[src/rtl/acc_cpu_core.sv]
// Accumulator CPU core: FETCH/EXEC/MEM/HALT sequencer with an external synchronous ROM
// and a RAM port that uses a ready handshake.
module acc_cpu_core #(
  parameter int unsigned NB_INSTRUCTION = 16,
  parameter int unsigned NB_OPCODE      = 5,
  parameter int unsigned NB_OPERAND     = NB_INSTRUCTION - NB_OPCODE,
  parameter int unsigned NB_ADDR        = 11
) (
  input  logic                      i_clock,
  input  logic                      i_reset,
  input  logic [NB_INSTRUCTION-1:0] i_rom_data,
  input  logic [NB_INSTRUCTION-1:0] i_ram_data,
  input  logic                      i_ram_ready,
  output logic [NB_ADDR-1:0]        o_rom_addr,
  output logic [NB_ADDR-1:0]        o_ram_addr,
  output logic [NB_INSTRUCTION-1:0] o_ram_data,
  output logic                      o_ram_wr_enable,
  output logic                      o_ram_rd_enable,
  output logic [NB_INSTRUCTION-1:0] o_acc,
  output logic                      o_halted
);

  localparam int unsigned NB_SH = $clog2(NB_INSTRUCTION);

  localparam logic [NB_OPCODE-1:0] OP_HLT  = NB_OPCODE'(5'h00);
  localparam logic [NB_OPCODE-1:0] OP_STO  = NB_OPCODE'(5'h01);
  localparam logic [NB_OPCODE-1:0] OP_LD   = NB_OPCODE'(5'h02);
  localparam logic [NB_OPCODE-1:0] OP_LDI  = NB_OPCODE'(5'h03);
  localparam logic [NB_OPCODE-1:0] OP_ADD  = NB_OPCODE'(5'h04);
  localparam logic [NB_OPCODE-1:0] OP_ADDI = NB_OPCODE'(5'h05);
  localparam logic [NB_OPCODE-1:0] OP_SUB  = NB_OPCODE'(5'h06);
  localparam logic [NB_OPCODE-1:0] OP_SUBI = NB_OPCODE'(5'h07);
  localparam logic [NB_OPCODE-1:0] OP_AND  = NB_OPCODE'(5'h08);
  localparam logic [NB_OPCODE-1:0] OP_ANDI = NB_OPCODE'(5'h09);
  localparam logic [NB_OPCODE-1:0] OP_OR   = NB_OPCODE'(5'h0A);
  localparam logic [NB_OPCODE-1:0] OP_ORI  = NB_OPCODE'(5'h0B);
  localparam logic [NB_OPCODE-1:0] OP_XOR  = NB_OPCODE'(5'h0C);
  localparam logic [NB_OPCODE-1:0] OP_XORI = NB_OPCODE'(5'h0D);
  localparam logic [NB_OPCODE-1:0] OP_SLL  = NB_OPCODE'(5'h0E);
  localparam logic [NB_OPCODE-1:0] OP_SRA  = NB_OPCODE'(5'h0F);
  localparam logic [NB_OPCODE-1:0] OP_BEQ  = NB_OPCODE'(5'h10);
  localparam logic [NB_OPCODE-1:0] OP_BNE  = NB_OPCODE'(5'h11);
  localparam logic [NB_OPCODE-1:0] OP_JMP  = NB_OPCODE'(5'h12);

  typedef enum logic [1:0] {
    ST_FETCH = 2'd0,
    ST_EXEC  = 2'd1,
    ST_MEM   = 2'd2,
    ST_HALT  = 2'd3
  } state_t;

  state_t                      r_state;
  logic [NB_ADDR-1:0]          r_pc;
  logic [NB_INSTRUCTION-1:0]   r_acc;
  logic [NB_INSTRUCTION-1:0]   r_ir;
  logic                        r_ram_wr;
  logic                        r_ram_rd;
  logic                        r_halted;

  logic [NB_OPCODE-1:0]        w_op;
  logic [NB_OPERAND-1:0]       w_opd;
  logic [NB_INSTRUCTION-1:0]   w_imm;
  logic [NB_SH-1:0]            w_sh;
  logic [NB_ADDR-1:0]          w_target;
  logic [NB_ADDR-1:0]          w_pc_inc;
  logic                        w_is_mem;
  logic [NB_OPCODE-1:0]        w_ir_op;
  logic [NB_INSTRUCTION-1:0]   w_exec_acc;
  logic [NB_ADDR-1:0]          w_exec_pc;
  logic [NB_INSTRUCTION-1:0]   w_mem_acc;

  assign w_op     = i_rom_data[NB_INSTRUCTION-1 -: NB_OPCODE];
  assign w_opd    = i_rom_data[NB_OPERAND-1:0];
  assign w_imm    = NB_INSTRUCTION'($signed(w_opd));
  assign w_sh     = w_opd[NB_SH-1:0];
  assign w_target = w_opd[NB_ADDR-1:0];
  assign w_pc_inc = r_pc + NB_ADDR'(1);
  assign w_ir_op  = r_ir[NB_INSTRUCTION-1 -: NB_OPCODE];

  assign w_is_mem = (w_op == OP_STO) || (w_op == OP_LD)  || (w_op == OP_ADD) ||
                    (w_op == OP_SUB) || (w_op == OP_AND) || (w_op == OP_OR)  ||
                    (w_op == OP_XOR);

  // Single-cycle (immediate, shift, branch) results applied at the end of EXEC
  always_comb begin
    w_exec_acc = r_acc;
    w_exec_pc  = w_pc_inc;
    case (w_op)
      OP_HLT:  w_exec_pc  = r_pc;
      OP_LDI:  w_exec_acc = w_imm;
      OP_ADDI: w_exec_acc = r_acc + w_imm;
      OP_SUBI: w_exec_acc = r_acc - w_imm;
      OP_ANDI: w_exec_acc = r_acc & w_imm;
      OP_ORI:  w_exec_acc = r_acc | w_imm;
      OP_XORI: w_exec_acc = r_acc ^ w_imm;
      OP_SLL:  w_exec_acc = r_acc << w_sh;
      OP_SRA:  w_exec_acc = NB_INSTRUCTION'($signed(r_acc) >>> w_sh);
      OP_BEQ:  w_exec_pc  = (r_acc == '0) ? w_target : w_pc_inc;
      OP_BNE:  w_exec_pc  = (r_acc != '0) ? w_target : w_pc_inc;
      OP_JMP:  w_exec_pc  = w_target;
      default: ;
    endcase
  end

  // Result of a RAM-operand instruction, applied when the access completes
  always_comb begin
    w_mem_acc = r_acc;
    case (w_ir_op)
      OP_LD:   w_mem_acc = i_ram_data;
      OP_ADD:  w_mem_acc = r_acc + i_ram_data;
      OP_SUB:  w_mem_acc = r_acc - i_ram_data;
      OP_AND:  w_mem_acc = r_acc & i_ram_data;
      OP_OR:   w_mem_acc = r_acc | i_ram_data;
      OP_XOR:  w_mem_acc = r_acc ^ i_ram_data;
      default: ;
    endcase
  end

  always_ff @(posedge i_clock or negedge i_reset) begin
    if (!i_reset) begin
      r_state  <= ST_FETCH;
      r_pc     <= '0;
      r_acc    <= '0;
      r_ir     <= '0;
      r_ram_wr <= 1'b0;
      r_ram_rd <= 1'b0;
      r_halted <= 1'b0;
    end else begin
      case (r_state)
        ST_FETCH: r_state <= ST_EXEC;
        ST_EXEC: begin
          r_ir <= i_rom_data;
          if (w_op == OP_HLT) begin
            r_state  <= ST_HALT;
            r_halted <= 1'b1;
          end else if (w_is_mem) begin
            r_ram_wr <= (w_op == OP_STO);
            r_ram_rd <= (w_op != OP_STO);
            r_state  <= ST_MEM;
          end else begin
            r_acc   <= w_exec_acc;
            r_pc    <= w_exec_pc;
            r_state <= ST_FETCH;
          end
        end
        ST_MEM: begin
          if (i_ram_ready) begin
            r_acc    <= w_mem_acc;
            r_pc     <= w_pc_inc;
            r_ram_wr <= 1'b0;
            r_ram_rd <= 1'b0;
            r_state  <= ST_FETCH;
          end
        end
        ST_HALT: r_state <= ST_HALT;
        default: r_state <= ST_FETCH;
      endcase
    end
  end

  assign o_rom_addr      = r_pc;
  assign o_ram_addr      = r_ir[NB_ADDR-1:0];
  assign o_ram_data      = r_acc;
  assign o_ram_wr_enable = r_ram_wr;
  assign o_ram_rd_enable = r_ram_rd;
  assign o_acc           = r_acc;
  assign o_halted        = r_halted;

endmodule

[config.mk]
export PLATFORM = sky130hd
export DESIGN_NAME = acc_cpu_core
export DESIGN_NICKNAME = d
export VERILOG_FILES = /design/src/rtl/acc_cpu_core.sv
export SDC_FILE = /design/constraint.sdc
export NUM_CORES = 1
export LEC_CHECK = 0
export BUFFER_PORTS_ARGS = -buffer_cell sky130_fd_sc_hd__buf_2
export CAP_MARGIN = 10
export CORE_MARGIN = 10
export CORE_UTILIZATION = 60
export DETAILED_ROUTE_END_ITERATION = 12
export PLACE_DENSITY = 0.89
export RECOVER_POWER = 25
export SLEW_MARGIN = 40
export SYNTH_ARGS = -nofsm -noshare
export SYNTH_HDL_FRONTEND = slang
export SYNTH_SLANG_ARGS = --single-unit
export TNS_END_PERCENT = 30
[constraint.sdc]
create_clock -name i_clock -period 4.4 [get_ports i_clock]
set_clock_uncertainty 0.2 [all_clocks]
set_input_delay 0.66 -clock i_clock [delete_from_list [all_inputs] [get_ports i_clock]]
set_output_delay 0.66 -clock i_clock [all_outputs]
set_load 0.01 [all_outputs]
==> results.json, run 1 <==
{
  "seq_area_frac_synth": 0.150,
  "ctsResizeCount": 0,
  "routed_via_density": 6.83,
  "grt_max_degree": 49,
  "dieWidth_um": 135,
  "yosysTopAreaCellShare": 0.154,
  "nFillCells": 1140,
  "drive_gt1_frac": 0.171,
  "synth_nets": 1151,
  "async_reset_ff_frac": 1.00,
  "syn_avg_cell_area_um2": 7.86,
  "cts-root-buf": "clkbuf_16",
  "grt_pass1_wl_mm": 44.6,
  "outcome": "complete, but fails checks",
  "h-tree-depth": 2,
  "period_share": 0.910,
  "max_cap_viol_count": 1,
  "numCtsBuffers": 5,
  "layout_min_cycle_time_ps": 4000,
  "place_ws_ps": 146,
  "worst_setup_path_start_kind": "register",
  "r2r_end": "o_acc[13]",
  "whs_path_depth": 1,
  "clkPwrFrac": 0.087,
  "worst-endpoint-arrival_ps": 3980,
  "design_area_mm2": 0.00864,
  "p_total_mw": 5.40,
  "clock_sinks": 48,
  "violations": "capacitance limit, slew limit",
  "ant_nets": 0,
  "drv_slew": 49,
  "synth_edf_count": 0,
  "drtIter0Drc": 1251,
  "final.setup.worst_slack_ps": 397,
  "worstMarginPinSlew_ps": 2640,
  "power.internal_mw": 2.47,
  "diodes": 0,
  "leakagePower_nw": 3.88,
  "drt_wl_total_mm": 28.4,
  "start_util": 0.608,
  "cts_tree": "built",
  "netlist_area_mm2": 0.00799,
  "max-vdd-ir-drop_mv": 0.300,
  "place_area_mm2": 0.00846,
  "syn_inst": 1016,
  "setup_violations": 0,
  "cts_hold_buf": 0,
  "synth_area_leaders": "ha_1 15%, dfrtp_1 15%, mux2i_1 6.1%",
  "r2r-start": "r_ir[14]",
  "wl_per_cell_um": 22.9,
  "drcViolationCount": 0,
  "port_buffers": 91,
  "route.vias.total": 8453,
  "place_congestion": 1.04,
  "utilization": 0.657,
  "finalSetupTns_ps": 0,
  "rows": 42,
  "slew_headroom": -0.758,
  "die-area_mm2": 0.0183,
  "dp_hpwl_mm": 21.4,
  "synth_ff_type": "dfrtp_1",
  "path_max_fanout": 10,
  "p_per_area_mw_per_mm2": 625,
  "seq_power_share": 0.216,
  "antenna_found_initial": 0,
  "switchingPower_mw": 2.92,
  "drtPass1Iterations": 5,
  "endpoint_kind": "register",
  "clockBufferDepth": 2,
  "whs_endpoint": "o_halted",
  "yosys_warnings": 0,
  "synth.ff_latch_count": 48,
  "postCtsSetupRepairBufs": 0,
  "grt.total_usage": 0.303,
  "grt_overflow": 0,
  "io_pins": 92,
  "rr_worst_depth": 14,
  "cp-startpoint": "r_ir[14]",
  "r2r_slack_ps": 400,
  "hp-class": "register to register",
  "nets": 1195,
  "grt_pass1_vias": 8033,
  "core_mm2": 0.0131,
  "clk_pin_slew_ps": 70,
  "min_from": "o_halted",
  "path_class": "register to register",
  "required_ps": 4370,
  "die_y_um": 135,
  "synth_top_area_cell": "ha_1",
  "area_delta_synth_final_pct": 8.15,
  "finalHoldViolCount": 0,
  "grt_setup_unrepaired": "no",
  "pwr-share-comb": 0.697,
  "fmax_ghz": 0.250,
  "swShare": 0.542,
  "clock_latency_ps": 300,
  "synth.distinct_cells": 77
}
## how the worst max path moves through the flow
stage	to	depth (start not counted)
2_1_floorplan	o_acc[14]	15
3_3_place_gp	o_acc[13]	14
3_5_place_dp	o_acc[13]	14
4_1_cts	o_acc[13]	14
5_1_grt	o_acc[13]	14
6_report	o_acc[13]	14
## worst max-delay path, cell delays in order, from the launching register on
cell,delay [ps]
dfrtp_1,480
nor4b_2,320
and2_1,380
buf_4,260
a31oi_1,70
xnor2_1,140
ha_1,350
or3_1,120
o21ai_0,110
a211oi_1,290
o21ai_0,220
a211oi_1,370
mux2i_1,130
o32ai_1,370
nand2_1,80
## state kept, by name, indices dropped and copies added, names as in the netlist
| signal | cells |
|---|---|
| r_state | 2 |
| o_acc | 16 |
| o_halted | 1 |
| o_rom_addr | 11 |
| o_ram_wr_enable | 1 |
| r_ir | 16 |
| o_ram_rd_enable | 1 |
## power groups by stage
stage | clock [mW] | combinational (mW) | sequential [mW]
5_1_grt | 0.485 | 4.13 | 1.19
3_5_place_dp | 0 | 3.67 | 1.14
2_1_floorplan | 0 | 2.73 | 0.985
4_1_cts | 0.473 | 3.69 | 1.13
6_report | 0.470 | 3.76 | 1.16
3_3_place_gp | 0 | 3.59 | 1.13
## placed cells by master (no fill, tap or decap), types with 14 or more instances in the layout
cell	count
ha_1	98
nand2_1	80
nand3_1	21
buf_4	38
xnor2_1	34
a21oi_1	79
dfrtp_1	48
nor2_1	79
o22ai_1	26
inv_1	59
buf_2	90
o211ai_1	14
mux4_2	18
nor3_1	28
mux2i_1	49
o21ai_0	74
## Yosys cell counts (11+ instances only)
| cell type | n |
|---|---|
| ha_1 | 98 |
| inv_1 | 59 |
| dfrtp_1 | 48 |
| a211oi_1 | 12 |
| xnor2_1 | 34 |
| o21ai_0 | 74 |
| nor3_1 | 28 |
| a21o_1 | 11 |
| mux4_2 | 18 |
| o211ai_1 | 14 |
| nand2b_1 | 13 |
| nand2_1 | 80 |
| buf_4 | 32 |
| o22ai_1 | 26 |
| a21oi_1 | 79 |
| nor2_1 | 79 |
| nand3_1 | 21 |
| buf_2 | 13 |
| clkbuf_1 | 40 |
| a221oi_1 | 13 |
| a31oi_1 | 12 |
| mux2i_1 | 49 |
## per-layer routing
metal | wire length (um) | GRT usage | share of wire | up-vias
met1 | 11400 | 0.410 | 0.40 | 3952
met3 | 3350 | 0.0553 | 0.12 | 108
met4 | 1310 | 0.130 | 0.046 | 0
met5 | 0 | 0 | 0 | -
met2 | 12300 | 0.462 | 0.43 | 572
li1 | - | - | - | 3821
## layout make-up
type / count / area (um^2) / share of cell area
tap: 176 / 220 / 0.0255
multi-input combinational: 815 / 6070 / 0.703
clock inverter: 2 / 38.8 / 0.00449
sequential: 48 / 1200 / 0.139
timing repair buffer: 129 / 739 / 0.0856
clock buffer: 6 / 139 / 0.0161
inverter: 61 / 229 / 0.0265
## cells by family (layout without fill, tap and decap cells)
family / count (synthesis) / after routing / synth area share
compound gates: 310 / 310 / 0.251
xor+xnor: 42 / 42 / 0.0470
fa+ha+maj: 100 / 100 / 0.159
buf+inv: 153 / 198 / 0.0913
flops: 48 / 48 / 0.150
mux: 71 / 71 / 0.118
simple gates: 292 / 292 / 0.183
## metrics by stage
stage,hold WS (ps),instances
3_5_place_dp,243,1229
5_1_grt,292,1237
2_1_floorplan,164,1016
4_1_cts,201,1237
3_3_place_gp,236,1229
6_report,255,1237
Note: power is estimated with default switching activity, not from simulation.
==> inputs of run 2 (changes only) <==
--- a/config.mk
+++ b/config.mk
@@ -7,10 +7,12 @@
 export LEC_CHECK = 0
 export BUFFER_PORTS_ARGS = -buffer_cell sky130_fd_sc_hd__buf_2
 export CAP_MARGIN = 10
+export CELL_PAD_IN_SITES_DETAIL_PLACEMENT = 0
+export CELL_PAD_IN_SITES_GLOBAL_PLACEMENT = 2
 export CORE_MARGIN = 10
-export CORE_UTILIZATION = 60
+export CORE_UTILIZATION = 36
 export DETAILED_ROUTE_END_ITERATION = 12
-export PLACE_DENSITY = 0.89
+export PLACE_DENSITY = 0.9
 export RECOVER_POWER = 25
 export SLEW_MARGIN = 40
 export SYNTH_ARGS = -nofsm -noshare
==> run 2 against run 1 <==
  * The run still ends with capacitance limit, slew limit left
  * Count of clock-buffer cells in the layout stayed put
  * Largest power group unchanged
  * Fmax increased by 1.2%
  * Highest routed layer unchanged
  * Sequential power is 15% lower
  * Register-to-register slack improved by 50 ps
  * Critical path depth shrank 2
  * Non-clock buffer count up 10
  * Largest cell class unchanged
==> results.json, run 2 (same netlist as run 1, synthesis figures left out) <==
{
  "outcome": "complete, but fails checks",
  "violations": "capacitance limit, slew limit",
  "slew_headroom": -0.282,
  "pwr-share-comb": 0.736,
  "wl_per_cell_um": 23.3,
  "final_cell_mix": "98 x ha_1, 90 x buf_2, 80 x nand2_1",
  "port_buffers": 91,
  "fmax_ghz": 0.253,
  "grt_busiest_layer": "met2",
  "finalHoldViolCount": 0,
  "slowest_stage": "dfrtp_1",
  "power.internal_mw": 2.51,
  "p_per_area_mw_per_mm2": 621,
  "io_pins": 92,
  "clock_sinks": 48,
  "cpPeakStageDelay_ps": 480,
  "placedCellCount": 1343,
  "final.setup.worst_slack_ps": 444,
  "clockBufferDepth": 2,
  "required_ps": 4390,
  "place_congestion": 0.989,
  "cp_top_family": "compound AO/OA/AOI/OAI gates",
  "layout_min_cycle_time_ps": 3960,
  "h-tree-depth": 2,
  "path_max_fanout": 8,
  "endpoint_kind": "register",
  "grt_overflow": 0,
  "diodes": 0,
  "max_cap_viol_count": 1,
  "leakagePower_nw": 3.91,
  "worstMarginPinSlew_ps": 1920,
  "cts_tree": "built",
  "cts-root-buf": "clkbuf_16",
  "worst_setup_path_start_kind": "register",
  "die-area_mm2": 0.0285,
  "routed_via_density": 6.10,
  "crit_chain": "nor4b_2 > and2_1 > mux2i_1 > ha_1 > nor2b_1 > o31ai_1 > a211oi_1 > o21ai_0 > a211oi_1 > nor3_1 > mux2i_1 > a211oi_2",
  "hp-class": "register to register",
  "rows": 54,
  "switchingPower_mw": 2.97,
  "drtPass1Iterations": 6,
  "antenna_found_initial": 0,
  "max-vdd-ir-drop_mv": 0.228,
  "swShare": 0.542,
  "start_util": 0.366,
  "worst-endpoint-arrival_ps": 3940,
  "period_share": 0.899,
  "grt_pass1_wl_mm": 48.0,
  "whs_ps": 251,
  "route.vias.total": 8236,
  "drv_slew": 34,
  "die_y_um": 169,
  "dp_hpwl_mm": 24.1,
  "clk_pin_slew_ps": 70,
  "nets": 1205,
  "grt_max_degree": 36,
  "seq_power_share": 0.180,
  "numCtsBuffers": 5,
  "finalSetupTns_ps": 0,
  "layout_commonest_cell": "ha_1",
  "path_class": "register to register",
  "drive_gt1_frac": 0.176,
  "fin_cells": 1351,
  "drcViolationCount": 0,
  "cp_num_buf_inv": 0,
  "area_delta_synth_final_pct": 10.5,
  "postCtsSetupRepairBufs": 0,
  "grt_use_met2": 0.335,
  "core_mm2": 0.0218,
  "place_ws_ps": 184,
  "grtUsageMet3": 0.0303,
  "setup_violations": 0,
  "drtIter0Drc": 827,
  "clock_latency_ps": 310,
  "grt_pass1_vias": 7766,
  "dieWidth_um": 169,
  "ant_nets": 0,
  "cts_hold_buf": 0,
  "grt.total_usage": 0.214,
  "clkPwrFrac": 0.083,
  "grt_setup_unrepaired": "no",
  "ctsResizeCount": 0,
  "drt_wl_total_mm": 31.5,
  "grt_use_met1": 0.301
}
## run 2: layer usage
layer | vias up | part of all wire | wire [um]
li1 | 3833 | - | -
met1 | 4018 | 0.46 | 14300
met2 | 338 | 0.45 | 14200
met3 | 47 | 0.074 | 2320
met4 | 0 | 0.020 | 639
met5 | - | 0 | 0
## run 2: final cells by class
class | instances | area, um^2
multi-input combinational | 815 | 6070
tap | 280 | 350
timing repair buffer | 139 | 811
inverter | 61 | 229
clock inverter | 2 | 35.0
clock buffer | 6 | 129
fill | 2262 | 13000
sequential | 48 | 1200
## run 2: worst reg2reg max path: cells and delay by family, from the launching register on
family / cells / cell delay [ps]
simple gates: 4 / 1080
flops: 1 / 480
mux: 2 / 630
fa+ha+maj: 1 / 280
compound gates: 5 / 1170
## run 2: power groups by stage
stage	logic (mW)	registers [mW]	clock network, mW
after CTS	4.00	0.985	0.465
after global routing	4.41	1.02	0.482
after detailed placement	3.98	0.992	0
final	4.03	0.988	0.455
after global placement	3.94	0.987	0
after floorplan	2.73	0.985	0
## run 2: stage by stage
stage	util	total power, mW	instance area (um^2)
4_1_cts	0.404	5.45	8830
6_report	0.404	5.48	8820
2_1_floorplan	-	3.72	7990
5_1_grt	0.404	5.91	8820
3_3_place_gp	0.397	4.92	8660
3_5_place_dp	0.397	4.97	8660
## run 2: final timing paths
path                          start             to  slack (ps)  cells after the start
min                        o_halted       o_halted         250                      1
max in group asynchronous   i_reset       o_acc[6]        1430                      2
min reg2reg                o_halted       o_halted         250                      1
min in group asynchronous   i_reset  o_rom_addr[4]         280                      1
max reg2reg                r_ir[14]      o_acc[15]         440                     12
max                        r_ir[14]      o_acc[15]         440                     12
